--- src/rtl/counter_bist_pkg.sv ---
// Shared types and constants for the counter BIST controller.
package counter_bist_pkg;

  localparam int                LFSR_W             = 8;
  localparam logic [LFSR_W-1:0] LFSR_SEED_DEFAULT  = 8'hA5;
  // Feedback taps l[7], l[5], l[4], l[3].
  localparam logic [LFSR_W-1:0] LFSR_TAPS          = 8'b1011_1000;

  typedef enum logic [2:0] {
    IDLE,
    CLR,
    RUN,
    CHK,
    DONE
  } state_e;

  typedef enum logic [1:0] {
    EN_ONES  = 2'b00,
    EN_ZEROS = 2'b01,
    EN_LFSR  = 2'b10,
    EN_ALT   = 2'b11
  } en_mode_e;

  // XOR of the tapped bits; shifted into bit 0 on each advance.
  function automatic logic lfsr_fb(input logic [LFSR_W-1:0] l);
    return ^(l & LFSR_TAPS);
  endfunction

endpackage

--- src/rtl/bist_lfsr.sv ---
// 8-bit Fibonacci LFSR used as the pseudo-random enable source.
module bist_lfsr
  import counter_bist_pkg::*;
#(
  parameter logic [LFSR_W-1:0] SEED = LFSR_SEED_DEFAULT
) (
  input  logic clk,
  input  logic rst_n,
  input  logic load_i,
  input  logic adv_i,
  output logic bit_o
);

  logic [LFSR_W-1:0] lfsr_q;
  logic [LFSR_W-1:0] lfsr_d;

  // Next value: reload the seed, shift one step, or hold.
  always_comb begin
    // NOTE: default assignment first so every path drives lfsr_d (no latch).
    lfsr_d = lfsr_q;
    if (load_i) begin
      lfsr_d = SEED;
    end else if (adv_i) begin
      lfsr_d = {lfsr_q[LFSR_W-2:0], lfsr_fb(lfsr_q)};
    end
  end

  // Shift register state.
  always_ff @(posedge clk or negedge rst_n) begin
    // NOTE: non-blocking assignments so all flops update from pre-edge values.
    if (!rst_n) begin
      lfsr_q <= SEED;
    end else begin
      lfsr_q <= lfsr_d;
    end
  end

  assign bit_o = lfsr_q[0];

endmodule

--- src/rtl/counter_bist_ctrl.sv ---
// BIST sequencer for the enable counter: clears it, drives a chosen enable
// pattern for num_cycles cycles, tracks a golden count and records the
// first divergence between golden and observed count.
module counter_bist_ctrl
  import counter_bist_pkg::*;
#(
  parameter int                CNT_W     = 3,
  parameter int                LEN_W     = 8,
  parameter logic [LFSR_W-1:0] LFSR_SEED = LFSR_SEED_DEFAULT
) (
  input  logic             clk,
  input  logic             rst,
  input  logic             start,
  input  logic [LEN_W-1:0] num_cycles,
  input  logic [1:0]       en_mode,
  output logic             dut_rst,
  output logic             dut_en,
  input  logic [CNT_W-1:0] dut_count,
  output logic             busy,
  output logic             done,
  output logic             pass,
  output logic [LEN_W-1:0] fail_idx,
  output logic [CNT_W-1:0] fail_exp,
  output logic [CNT_W-1:0] fail_obs
);

  state_e           state_q;
  logic [LEN_W-1:0] num_q;
  en_mode_e         mode_q;
  logic [CNT_W-1:0] exp_q;
  logic [CNT_W-1:0] exp_d;
  logic [LEN_W-1:0] idx_q;
  logic [LEN_W-1:0] idx_d;
  logic             fail_flag_q;
  logic             busy_q;
  logic             done_q;
  logic             pass_q;
  logic [LEN_W-1:0] fail_idx_q;
  logic [CNT_W-1:0] fail_exp_q;
  logic [CNT_W-1:0] fail_obs_q;

  logic             lfsr_bit;
  logic             lfsr_load;
  logic             lfsr_adv;
  logic             pattern_bit;
  logic             mismatch;

  // The LFSR is reseeded on every accepted start and steps only while the
  // pattern is being applied, so each test sees the same sequence.
  assign lfsr_load = (state_q == IDLE) && start;
  assign lfsr_adv  = (state_q == RUN);

  bist_lfsr #(
    .SEED (LFSR_SEED)
  ) u_lfsr (
    .clk    (clk),
    .rst_n  (rst),
    .load_i (lfsr_load),
    .adv_i  (lfsr_adv),
    .bit_o  (lfsr_bit)
  );

  // Enable pattern for the current stimulus index, decoded from registers only.
  always_comb begin
    pattern_bit = 1'b0;
    case (mode_q)
      EN_ONES:  pattern_bit = 1'b1;
      EN_ZEROS: pattern_bit = 1'b0;
      EN_LFSR:  pattern_bit = lfsr_bit;
      EN_ALT:   pattern_bit = ~idx_q[0];
      default:  pattern_bit = 1'b0;
    endcase
  end

  assign dut_rst = (state_q == CLR);
  assign dut_en  = (state_q == RUN) & pattern_bit;

  // The observed count reflects the stimulus of the previous cycle, which is
  // exactly what exp_q holds in RUN and CHK.
  assign mismatch = ((state_q == RUN) || (state_q == CHK)) && (dut_count != exp_q);

  // Golden model wraps modulo 2^CNT_W just like the counter.
  assign exp_d = exp_q + CNT_W'(dut_en);
  assign idx_d = idx_q + LEN_W'(1);

  // Sequencer, golden model and first-failure capture.
  always_ff @(posedge clk or negedge rst) begin
    if (!rst) begin
      state_q     <= IDLE;
      num_q       <= '0;
      mode_q      <= EN_ONES;
      exp_q       <= '0;
      idx_q       <= '0;
      fail_flag_q <= 1'b0;
      busy_q      <= 1'b0;
      done_q      <= 1'b0;
      pass_q      <= 1'b0;
      fail_idx_q  <= '0;
      fail_exp_q  <= '0;
      fail_obs_q  <= '0;
    end else begin
      done_q <= 1'b0;

      // Only the first mismatch is recorded; the test still runs to the end.
      if (mismatch && !fail_flag_q) begin
        fail_flag_q <= 1'b1;
        fail_idx_q  <= idx_q;
        fail_exp_q  <= exp_q;
        fail_obs_q  <= dut_count;
      end

      case (state_q)
        IDLE: begin
          if (start) begin
            num_q       <= num_cycles;
            mode_q      <= en_mode_e'(en_mode);
            fail_flag_q <= 1'b0;
            fail_idx_q  <= '0;
            fail_exp_q  <= '0;
            fail_obs_q  <= '0;
            pass_q      <= 1'b0;
            busy_q      <= 1'b1;
            state_q     <= CLR;
          end
        end
        CLR: begin
          exp_q   <= '0;
          idx_q   <= '0;
          state_q <= (num_q != '0) ? RUN : CHK;
        end
        RUN: begin
          exp_q <= exp_d;
          idx_q <= idx_d;
          if (idx_q == num_q - LEN_W'(1)) begin
            state_q <= CHK;
          end
        end
        CHK: begin
          // Fold in this cycle's final compare before publishing the verdict.
          pass_q  <= ~(fail_flag_q | mismatch);
          done_q  <= 1'b1;
          state_q <= DONE;
        end
        DONE: begin
          busy_q  <= 1'b0;
          state_q <= IDLE;
        end
        default: begin
          busy_q  <= 1'b0;
          state_q <= IDLE;
        end
      endcase
    end
  end

  assign busy     = busy_q;
  assign done     = done_q;
  assign pass     = pass_q;
  assign fail_idx = fail_idx_q;
  assign fail_exp = fail_exp_q;
  assign fail_obs = fail_obs_q;

endmodule

--- config.mk ---
export PLATFORM = sky130hd
export DESIGN_NAME = counter_bist_ctrl
export DESIGN_NICKNAME = d
export VERILOG_FILES = /design/src/rtl/counter_bist_pkg.sv /design/src/rtl/bist_lfsr.sv /design/src/rtl/counter_bist_ctrl.sv
export SDC_FILE = /design/constraint.sdc
export NUM_CORES = 1
export LEC_CHECK = 0
export ABC_AREA = 1
export BUFFER_PORTS_ARGS = -buffer_cell sky130_fd_sc_hd__buf_2
export CORE_ASPECT_RATIO = 1.75
export CORE_UTILIZATION = 57
export CTS_CLUSTER_SIZE = 16
export DETAILED_ROUTE_END_ITERATION = 7
export PLACE_DENSITY = 0.86
export REMOVE_ABC_BUFFERS = 1
export SYNTH_ARGS = -nofsm -noshare
export SYNTH_HDL_FRONTEND = slang
export SYNTH_HIERARCHICAL = 1
export SYNTH_SLANG_ARGS = --single-unit
--- constraint.sdc ---
create_clock -name clk -period 1.8 [get_ports clk]
set_input_delay 0.09 -clock clk [delete_from_list [all_inputs] [get_ports clk]]
set_output_delay 0.09 -clock clk [all_outputs]
set_load 0.02 [all_outputs]
; Word level (Yosys, flattened, before mapping)
; Index checks and enable logic that the tools add are counted.
[word_totals]
out_inout_bits = 19
inputBits = 16
regBits = 50
word_cells = 74
[op_classes]
eq_ne = 10
bitwise_logic = 5
add_sub_neg = 3
mux = 26
n_reduce_logical = 17
[op_table]
columns = operator, n
row1 = 2-to-1 mux 8 bit, 5
row2 = 2-to-1 mux 3 bit, 8
row3 = one-hot mux 8 bit (2 select lines), 1
row4 = one-hot mux 3 bit (4 select lines), 1
row5 = adder 8 x 1 -> 8 bit (second input constant), 1
row6 = equality test 8 bit, 1
row7 = AND reduction 2 bit, 4
row8 = nonzero test 8 bit, 1
row9 = parity 8 bit, 1
row10 = subtractor 8 x 1 -> 8 bit (second input constant), 1
row11 = 2-to-1 mux 1 bit, 7
row12 = equality test 3 x 2 -> 1 bit (second input constant), 2
row13 = one-hot mux 3 bit (2 select lines), 1
row14 = nonzero test 2 bit, 3
row15 = equality test 2 bit (second input constant), 2
row16 = one-hot mux 1 bit (2 select lines), 2
row17 = one-hot mux 1 bit (4 select lines), 1
row18 = adder 3 x 1 -> 3 bit, 1
row19 = equality test 3 x 1 -> 1 bit (second input constant), 1
row20 = logical AND 1 bit, 3
row21 = logical NOT 3 bit, 1
row22 = != test 3 bit, 1
row23 = NOT 1 bit, 3
row24 = OR reduction 3 bit, 1
row25 = other kinds (8), 8

; Logic depth before layout (Yosys ltp)
; Gate-level depths: netlist of run 1.
[logic_depth]
word_depth = 7
ltp_mapped = 14
ltp_nobuf = 14

; By module
; The synthesis of run 1 kept the hierarchy.
[by_module_without_submodules]
columns = module, seq_area_each_um2, cells_each, instances, area_each_um2
row1 = counter_bist_ctrl, 1051.0, 261, 1, 2174.6
row2 = bist_lfsr, 205.2, 46, 1, 375.4

; Worst setup path before layout of run 1
; OpenSTA, ideal clock, no wires.
[synth_path]
path_type = flip-flop to flip-flop
from = register u_lfsr.lfsr_q[0]
to = register exp_q[1]
setup_ps = 121
required_ps = 1679
synth_period_minus_slack_ps = 1766
arrival_time_ps = 1645
stages_incl_launch_ff = 8
n_path_buf = 0
path_slack_ps = 34
cell_sequence = dfstp_2 inv_1 a21oi_1 a31oi_1 nor2_1 ha_1 ha_1 a22o_1
[synth_via]
elab_chain_len = 4
[synth_lines]
columns = item, line_no
row1 = from (decl), bist_lfsr.sv:14  ; logic [LFSR_W-1:0] lfsr_q;
row2 = from (signal assigned), bist_lfsr.sv:34  ; lfsr_q <= lfsr_d;
row3 = one-hot mux 1 bit (4 select lines), counter_bist_ctrl.sv:66  ; case (mode_q)
row4 = AND 1 bit, counter_bist_ctrl.sv:76  ; assign dut_en = (state_q == RUN) & pattern_bit;
row5 = net dut_en, counter_bist_ctrl.sv:17  ; output logic dut_en,
row6 = adder 3 x 1 -> 3 bit, counter_bist_ctrl.sv:83  ; assign exp_d = exp_q + CNT_W'(dut_en);
row7 = one-hot mux 3 bit (2 select lines), counter_bist_ctrl.sv:112  ; case (state_q)
row8 = to (signal assigned), counter_bist_ctrl.sv:132  ; exp_q <= exp_d;
row9 = to (decl), counter_bist_ctrl.sv:30  ; logic [CNT_W-1:0] exp_q;
; The timed path passes the listed nets, and every way through them passes these cells.
; A chain may end at the register's enable or synchronous reset.

; Worst setup path after layout of run 1
[layout_path]
from = register num_q[0]
to = register state_q[0]
[layout_via]
elab_chain_len = 4
word_cells_on_any_way = 7
cone_classes = 1 x add/sub / 2 x eq/ne / 2 x mux / 2 x reduce/logical
[layout_lines]
columns = item, line_no
row1 = from (decl), counter_bist_ctrl.sv:28  ; logic [LEN_W-1:0] num_q;
row2 = from (signal assigned), counter_bist_ctrl.sv:115  ; num_q <= num_cycles;
row3 = subtractor 8 x 1 -> 8 bit, counter_bist_ctrl.sv:134  ; if (idx_q == num_q - LEN_W'(1)) begin
row4 = equality test 8 bit, counter_bist_ctrl.sv:134
row5 = != test 2 x 1 -> 1 bit (no line), --
row6 = AND reduction 2 bit (no line), --
row7 = to (signal assigned), counter_bist_ctrl.sv:129  ; state_q <= (num_q != '0) ? RUN : CHK;
row8 = to (decl), counter_bist_ctrl.sv:27  ; state_e state_q;
; Parallel ways exist; a longest one is shown, timed or not.

==> results of run 1 <==
-- power by group through the flow --
stage | combinational, W | clock (W) | sequential, W
2_1_floorplan | 0.00164 | 0 | 0.00208
3_3_place_gp | 0.00232 | 0 | 0.00193
3_5_place_dp | 0.00241 | 0 | 0.00195
4_1_cts | 0.00246 | 0.000947 | 0.00194
5_1_grt | 0.00278 | 0.000989 | 0.00200
6_report | 0.00246 | 0.000934 | 0.00194
-- worst min-delay path: cells and delay by family --
kind / cells / cell delay (ns)
buffers and inverters: 1 / 0.07
AND/OR/NAND/NOR: 1 / 0.04
AO/OA/AOI/OAI: 1 / 0.06
-- registers in the layout, indices dropped and copies added (netlist names), 3 cells and up --
name	cells
idx_q	8
fail_obs	3
num_q	8
fail_exp	3
exp_q	3
state_q	3
fail_idx	8
u_lfsr/lfsr_q	8
-- cells in the mapped netlist (all sizes together) --
cell type / number / share of area [%]
nor2: 27 / 5.2
ha: 4 / 2.0
a31oi: 2 / 0.49
a22o: 3 / 1.0
nand2: 70 / 11
nor4: 2 / 0.49
o31ai: 1 / 0.29
a22oi: 4 / 1.2
a21oi: 19 / 3.7
o21ai: 24 / 4.7
nand4: 4 / 0.98
dfrtp: 46 / 45
nor3: 2 / 0.59
a211oi: 1 / 0.49
buf: 7 / 2.1
xor2: 6 / 2.1
inv: 56 / 8.2
xnor2: 6 / 2.1
dfstp: 4 / 4.1
o32ai: 1 / 0.34
clkbuf: 1 / 0.20
nand3: 13 / 2.6
o22ai: 4 / 0.98
-- worst paths after layout --
path,startpoint,to,slack (ns)
worst min-delay path,num_cycles[6],num_q[6]$_DFFE_PN0P_,-0.003
worst min register to register,fail_flag_q$_DFF_PN0_,pass$_DFFE_PN0P_,0.46
worst max register to register,num_q[0]$_DFFE_PN0P_,state_q[0]$_DFFE_PN0P_,0.17
max in group asynchronous,rst,fail_idx[5]$_DFF_PN0_,0.97
min in group asynchronous,rst,fail_idx[1]$_DFF_PN0_,0.42
worst max-delay path,num_q[0]$_DFFE_PN0P_,state_q[0]$_DFFE_PN0P_,0.17
-- area by class of cell --
class                   count  area (sq um)  area share, %
flip-flops and latches     50          1260           42.2
clock inverters             3          68.8           2.31
well taps                  49          61.3           2.06
clock buffers               5          68.8           2.31
repair buffers             46           285           9.58
multi-input cells         193          1030           34.5
inverters                  56           210           7.06
-- routing by layer --
| layer | vias up | wire (um) |
|---|---|---|
| met2 | 40 | 2850 |
| met4 | 0 | 112 |
| met1 | 997 | 2120 |
| met3 | 10 | 124 |
| li1 | 1069 | - |
| met5 | - | 0 |
-- cells in the final DEF, fill, tap and decap left out, drive strengths merged --
cell type    synthesis  routed
nand3               13      13
dfstp                4       4
nand4                4       4
dfrtp               46      46
buf                  7      36
nor4                 2       2
a21oi               19      19
a22oi                4       4
o31ai                1       1
o32ai                1       1
xor2                 6       6
nor3                 2       2
nand2               70      70
clkinv               0       1
dlygate4sd3          0      10
nor2                27      27
a31oi                2       2
o22ai                4       4
clkbuf               1       5
a22o                 3       3
a211oi               1       1
inv                 56      56
o21ai               24      24
bufinv               0       2
ha                   4       4
xnor2                6       6
-- cell families (layout without fill, tap and decap cells) --
| family | after synthesis | in the layout |
|---|---|---|
| XOR/XNOR | 12 | 12 |
| AND/OR/NAND/NOR | 118 | 118 |
| AO/OA/AOI/OAI | 59 | 59 |
| flip-flops | 50 | 50 |
| adder cells (fa/ha/maj) | 4 | 4 |
| buffers and inverters | 64 | 110 |
-- repair_timing --
item	4_1_cts	5_1_grt
hold buffers	10	0
resized for setup	0	1
endpoints found under the setup margin	0	1
endpoints found under the hold margin	55	0
-- metrics by stage --
| step | instances | utilization [%] |
|---|---|---|
| global route | 402 | 70.4 |
| floorplan | 299 | - |
| global placement | 384 | 64.8 |
| finish | 402 | 70.4 |
| CTS | 402 | 70.4 |
| detailed placement | 384 | 64.8 |
==> flow_summary.ini, run 1 <==
[place]
gp_congestion = 0.856
post-place-ws_ns = 0.171
detailed_place.area_sq_um = 2740
hpwl_um = 3610
port_buffers = 34

[pwr]
leakagePower_nw = 1.60
p_sw_share_pct = 43.6
p_seq_share_pct = 36.3
ir_drop_mv = 1.05
p_comb_share_pct = 46.1
p_clk_share_pct = 17.5
p_int_w = 0.00301
power.net_switching_w = 0.00233
total_power_w = 0.00533
power.density_nw_per_um2 = 1790

[sta]
hold_viol_final = 1
setup_viol = 0
min_period_over_period_pct = 90.5
fin_crit_ns = 1.63
rsz0062_at_grt = no
fin_skew_ns = 0.0133
hold_ws_ns = -0.00332
maxSlewViolCount = 0
tns_ns = 0
worst_slew_pin_slew_ns = 0.621
fin_ws_ns = 0.170
fmax_ghz = 0.614
max_slew_margin_pct = 58.6

[synth]
synthCells = 307
synthesis.area_sq_um = 2550
syn_avg_cell_area_sq_um = 8.31
synth.area.mux_share_pct = 0
synth_fa_ha_area_share_pct = 1.96
ys_warn_count = 6
ys_seq_area_share_pct = 49.3
synth-compound-area-share_pct = 13.2
yosys.area_share.simple_pct = 20.9
synthXorXnorAreaFrac_pct = 4.12
synth_top_family_by_area = simple AND/OR/NAND/NOR gates
synth_cell_types = 31
yosys_register_bits = 50

[die]
design.core.area_sq_um = 4230
die-area_sq_um = 4760
rows = 31
die_x_um = 52.6
die_h_um = 90.5
start_util_pct = 60.3
ios = 35

[clock_tree]
cts.sinks = 50
clkLatencyLatePin_ns = 0.31
cts_made_buffers = 5
htreeDepth = 2
clk_pin_slew_ns = 0.09
clk_path_buf_depth = 2
cts_setup_buffers = 0
cts_tree = yes
cts_root_buf = clkbuf_8

[worst_setup_path]
reg2reg_depth = 14
endpoint_kind = flip-flop
worstPathMaxFanout = 6
cp.arrival_ns = 1.88
cp.depth = 14
cp_top_family = simple AND/OR/NAND/NOR gates
slowest_delay_ns = 0.42
crit_path_start_kind = flip-flop
worstPathCellList = inv_1 > ha_2 > inv_1 > nand2_1 > nand2_1 > nand2_1 > nand2_1 > nor2_1 > nand2_1 > nor2_1 > nand2_1 > nand2_1 > nand2_1 > nor2_2
crit_slowest_cell = dfrtp_1
worst-path-buf-inv = 2
crit_top_cell = nand2_1
worstSetupPathType = flip-flop to flip-flop
crit_required_ns = 2.05

[global_routing]
grt_most_used_layer = met2
antenna_found_initial = 0
grt_usage_pct = 24.9
use_met2_pct = 43.6
grt-ovfl-total = 0
grt_pass1_wl_um = 8920
grt_pass1_vias = 2064
groute.layer.met1.usage_pct = 27.7
met3_usage_pct = 4.04
grt_max_degree = 51

[cells_and_area]
drive_gt1_share_pct = 19.5
final_nets = 372
syn2layout_area_growth_pct = 16.8
nFillCells = 361
antenna_cells = 0
fin_area_sq_um = 2980

[detailed_routing]
dr.pass1.iters = 4
vias = 2116
dr.first_iter.drc_count = 71
route.detailed.drc = 0
ant_nets = 0
vias_per_cell = 5.26
wire_per_inst_um = 13.0
wl_um = 5210

[hold_path]
min_path_cells = 3
hold_class = primary input to flip-flop

[flow_run]
maxCapViolCount = 0

[run_status]
failed_checks = negative hold slack
status = finished with violations
No activity file was read; power rests on OpenSTA's default activity.
==> run 2: changes to the inputs <==
Settings changed: BUFFER_PORTS_ARGS -buffer_cell sky130_fd_sc_hd__buf_2 to -buffer_cell sky130_fd_sc_hd__clkbuf_2.
==> flow_summary.ini, run 2 (synthesized netlist as in run 1, its figures left out) <==
[run_status]
failed_checks = negative hold slack
status = finished with violations

[detailed_routing]
wl_um = 5450
dr_wl_met2_um = 3090
dr.pass1.iters = 4
vias_per_cell = 5.41
wl_met1_um = 2070
ant_nets = 0
dr.first_iter.drc_count = 65
route.detailed.drc = 0
top_layer = met4
wire_per_inst_um = 13.7
routed-wl-met3_um = 151
vias = 2158

[pwr]
power.density_nw_per_um2 = 1780
ir_drop_mv = 1.08
leakagePower_nw = 1.57

[hold_path]
hp-start = num_cycles[2]
holdPathEnd = num_q[2]$_DFFE_PN0P_
min_path_cells = 3
hold_class = primary input to flip-flop

[worst_setup_path]
worstSetupPathType = flip-flop to flip-flop
endpoint_kind = flip-flop
crit_top_cell = ha_1
worstPathMaxFanout = 6
cp_top_family = flip-flops
crit_required_ns = 2.01
cp.arrival_ns = 1.85
slowest_delay_ns = 0.42
crit_path_start_kind = flip-flop
worstPathCellList = inv_1 > nor2_4 > nand2_4 > nor2_1 > ha_1 > ha_1 > a22o_1
r2r_slack_ns = 0.16
worst-path-buf-inv = 1
cp.depth = 7
crit_slowest_cell = dfrtp_1
r2r_end = exp_q[1]$_DFFE_PN0P_
reg2reg_depth = 7
r2r-start = state_q[1]$_DFFE_PN0P_

[sta]
fmax_ghz = 0.609
worst_slew_pin_slew_ns = 0.568
hold_viol_final = 2
min_period_over_period_pct = 91.3
max_slew_margin_pct = 62.1
maxSlewViolCount = 0
rsz0062_at_grt = no
hold_ws_ns = -0.00217
tns_ns = 0
fin_crit_ns = 1.64
fin_skew_ns = 0.00930
setup_viol = 0

[die]
ios = 35
start_util_pct = 60.3
rows = 31
die_x_um = 52.6
design.core.area_sq_um = 4230
die-area_sq_um = 4760
die_h_um = 90.5

[cells_and_area]
final_common_cell = nand2_1
final_nets = 369
regArea_sq_um = 1260
final_cell_mix = nand2_1, inv_1, dfrtp_1, clkbuf_2
antenna_cells = 0
final_cells = 399
multi_input_area_sq_um = 1040
syn2layout_area_growth_pct = 15.4
drive_gt1_share_pct = 19.4
nFillCells = 356

[place]
port_buffers = 34
hpwl_um = 4040
dp.cells = 384
gp_congestion = 0.934

[clock_tree]
cts_made_buffers = 5
htreeDepth = 2
clkLatencyLatePin_ns = 0.31
clk_path_buf_depth = 2
cts_root_buf = clkbuf_8
clk_pin_slew_ns = 0.09
cts.sinks = 50
cts_setup_buffers = 0
cts_tree = yes

[global_routing]
grt_max_degree = 31
grt_usage_pct = 26.8
antenna_found_initial = 0
grt_pass1_vias = 2220
grt_pass1_wl_um = 9520
grt-ovfl-total = 0

[flow_run]
maxCapViolCount = 0
[run 2: layout make-up]
type | count | area share [%]
clock inverter | 2 | 1.28
tap | 49 | 2.08
timing repair buffer | 43 | 9.10
sequential | 50 | 42.7
inverter | 56 | 7.14
multi-input combinational | 193 | 35.2
clock buffer | 6 | 2.47
[run 2: power breakdown]
part,leakage [nW],total [W],internal [W],switching (W)
Clock,0.0514,0.000789,0.000415,0.000374
Sequential,0.637,0.00196,0.00159,0.000369
Combinational,0.886,0.00251,0.000875,0.00163
Total,1.57,0.00525,0.00288,0.00237
[run 2: worst max path at each step]
stage	from	endpoint
2_1_floorplan	u_lfsr/lfsr_q[0]$_DFFE_PN1P_	exp_q[1]$_DFFE_PN0P_
3_3_place_gp	num_q[0]$_DFFE_PN0P_	state_q[0]$_DFFE_PN0P_
3_5_place_dp	u_lfsr/lfsr_q[0]$_DFFE_PN1P_	exp_q[1]$_DFFE_PN0P_
4_1_cts	state_q[1]$_DFFE_PN0P_	exp_q[1]$_DFFE_PN0P_
5_1_grt	num_q[0]$_DFFE_PN0P_	state_q[0]$_DFFE_PN0P_
6_report	state_q[1]$_DFFE_PN0P_	exp_q[1]$_DFFE_PN0P_
[run 2: metal layers]
| metal | vias to the layer above | track usage [%] |
|---|---|---|
| met2 | 46 | 49.4 |
| met4 | 0 | 10.7 |
| li1 | 1060 | - |
| met5 | - | 0 |
| met3 | 15 | 4.38 |
| met1 | 1037 | 28.3 |
[run 2: what timing repair did]
item	in CTS	in global routing
hold buffers	7	0
hold endpoints to repair	25	0
resized for setup	0	2
endpoints found under the setup margin	0	1
[run 2: metrics by stage]
| stage | utilization [%] | power [W] | cell area (sq um) | setup WS (ns) |
|---|---|---|---|---|
| 3_3_place_gp | 65.0 | 0.00427 | 2750 | 0.272 |
| 3_5_place_dp | 65.0 | 0.00442 | 2750 | 0.173 |
| 4_1_cts | 69.3 | 0.00523 | 2930 | 0.156 |
| 2_1_floorplan | - | 0.00372 | 2490 | 0.0337 |
| 6_report | 69.6 | 0.00525 | 2940 | 0.157 |
| 5_1_grt | 69.6 | 0.00573 | 2940 | 0.0306 |
[run 2: worst register-to-register path, delay by kind of cell, from the launching register on]
kind	cells	cell delay (ns)
flops	1	0.42
fa+ha+maj	2	0.41
simple gates	3	0.41
compound gates	1	0.21
buf+inv	1	0.10
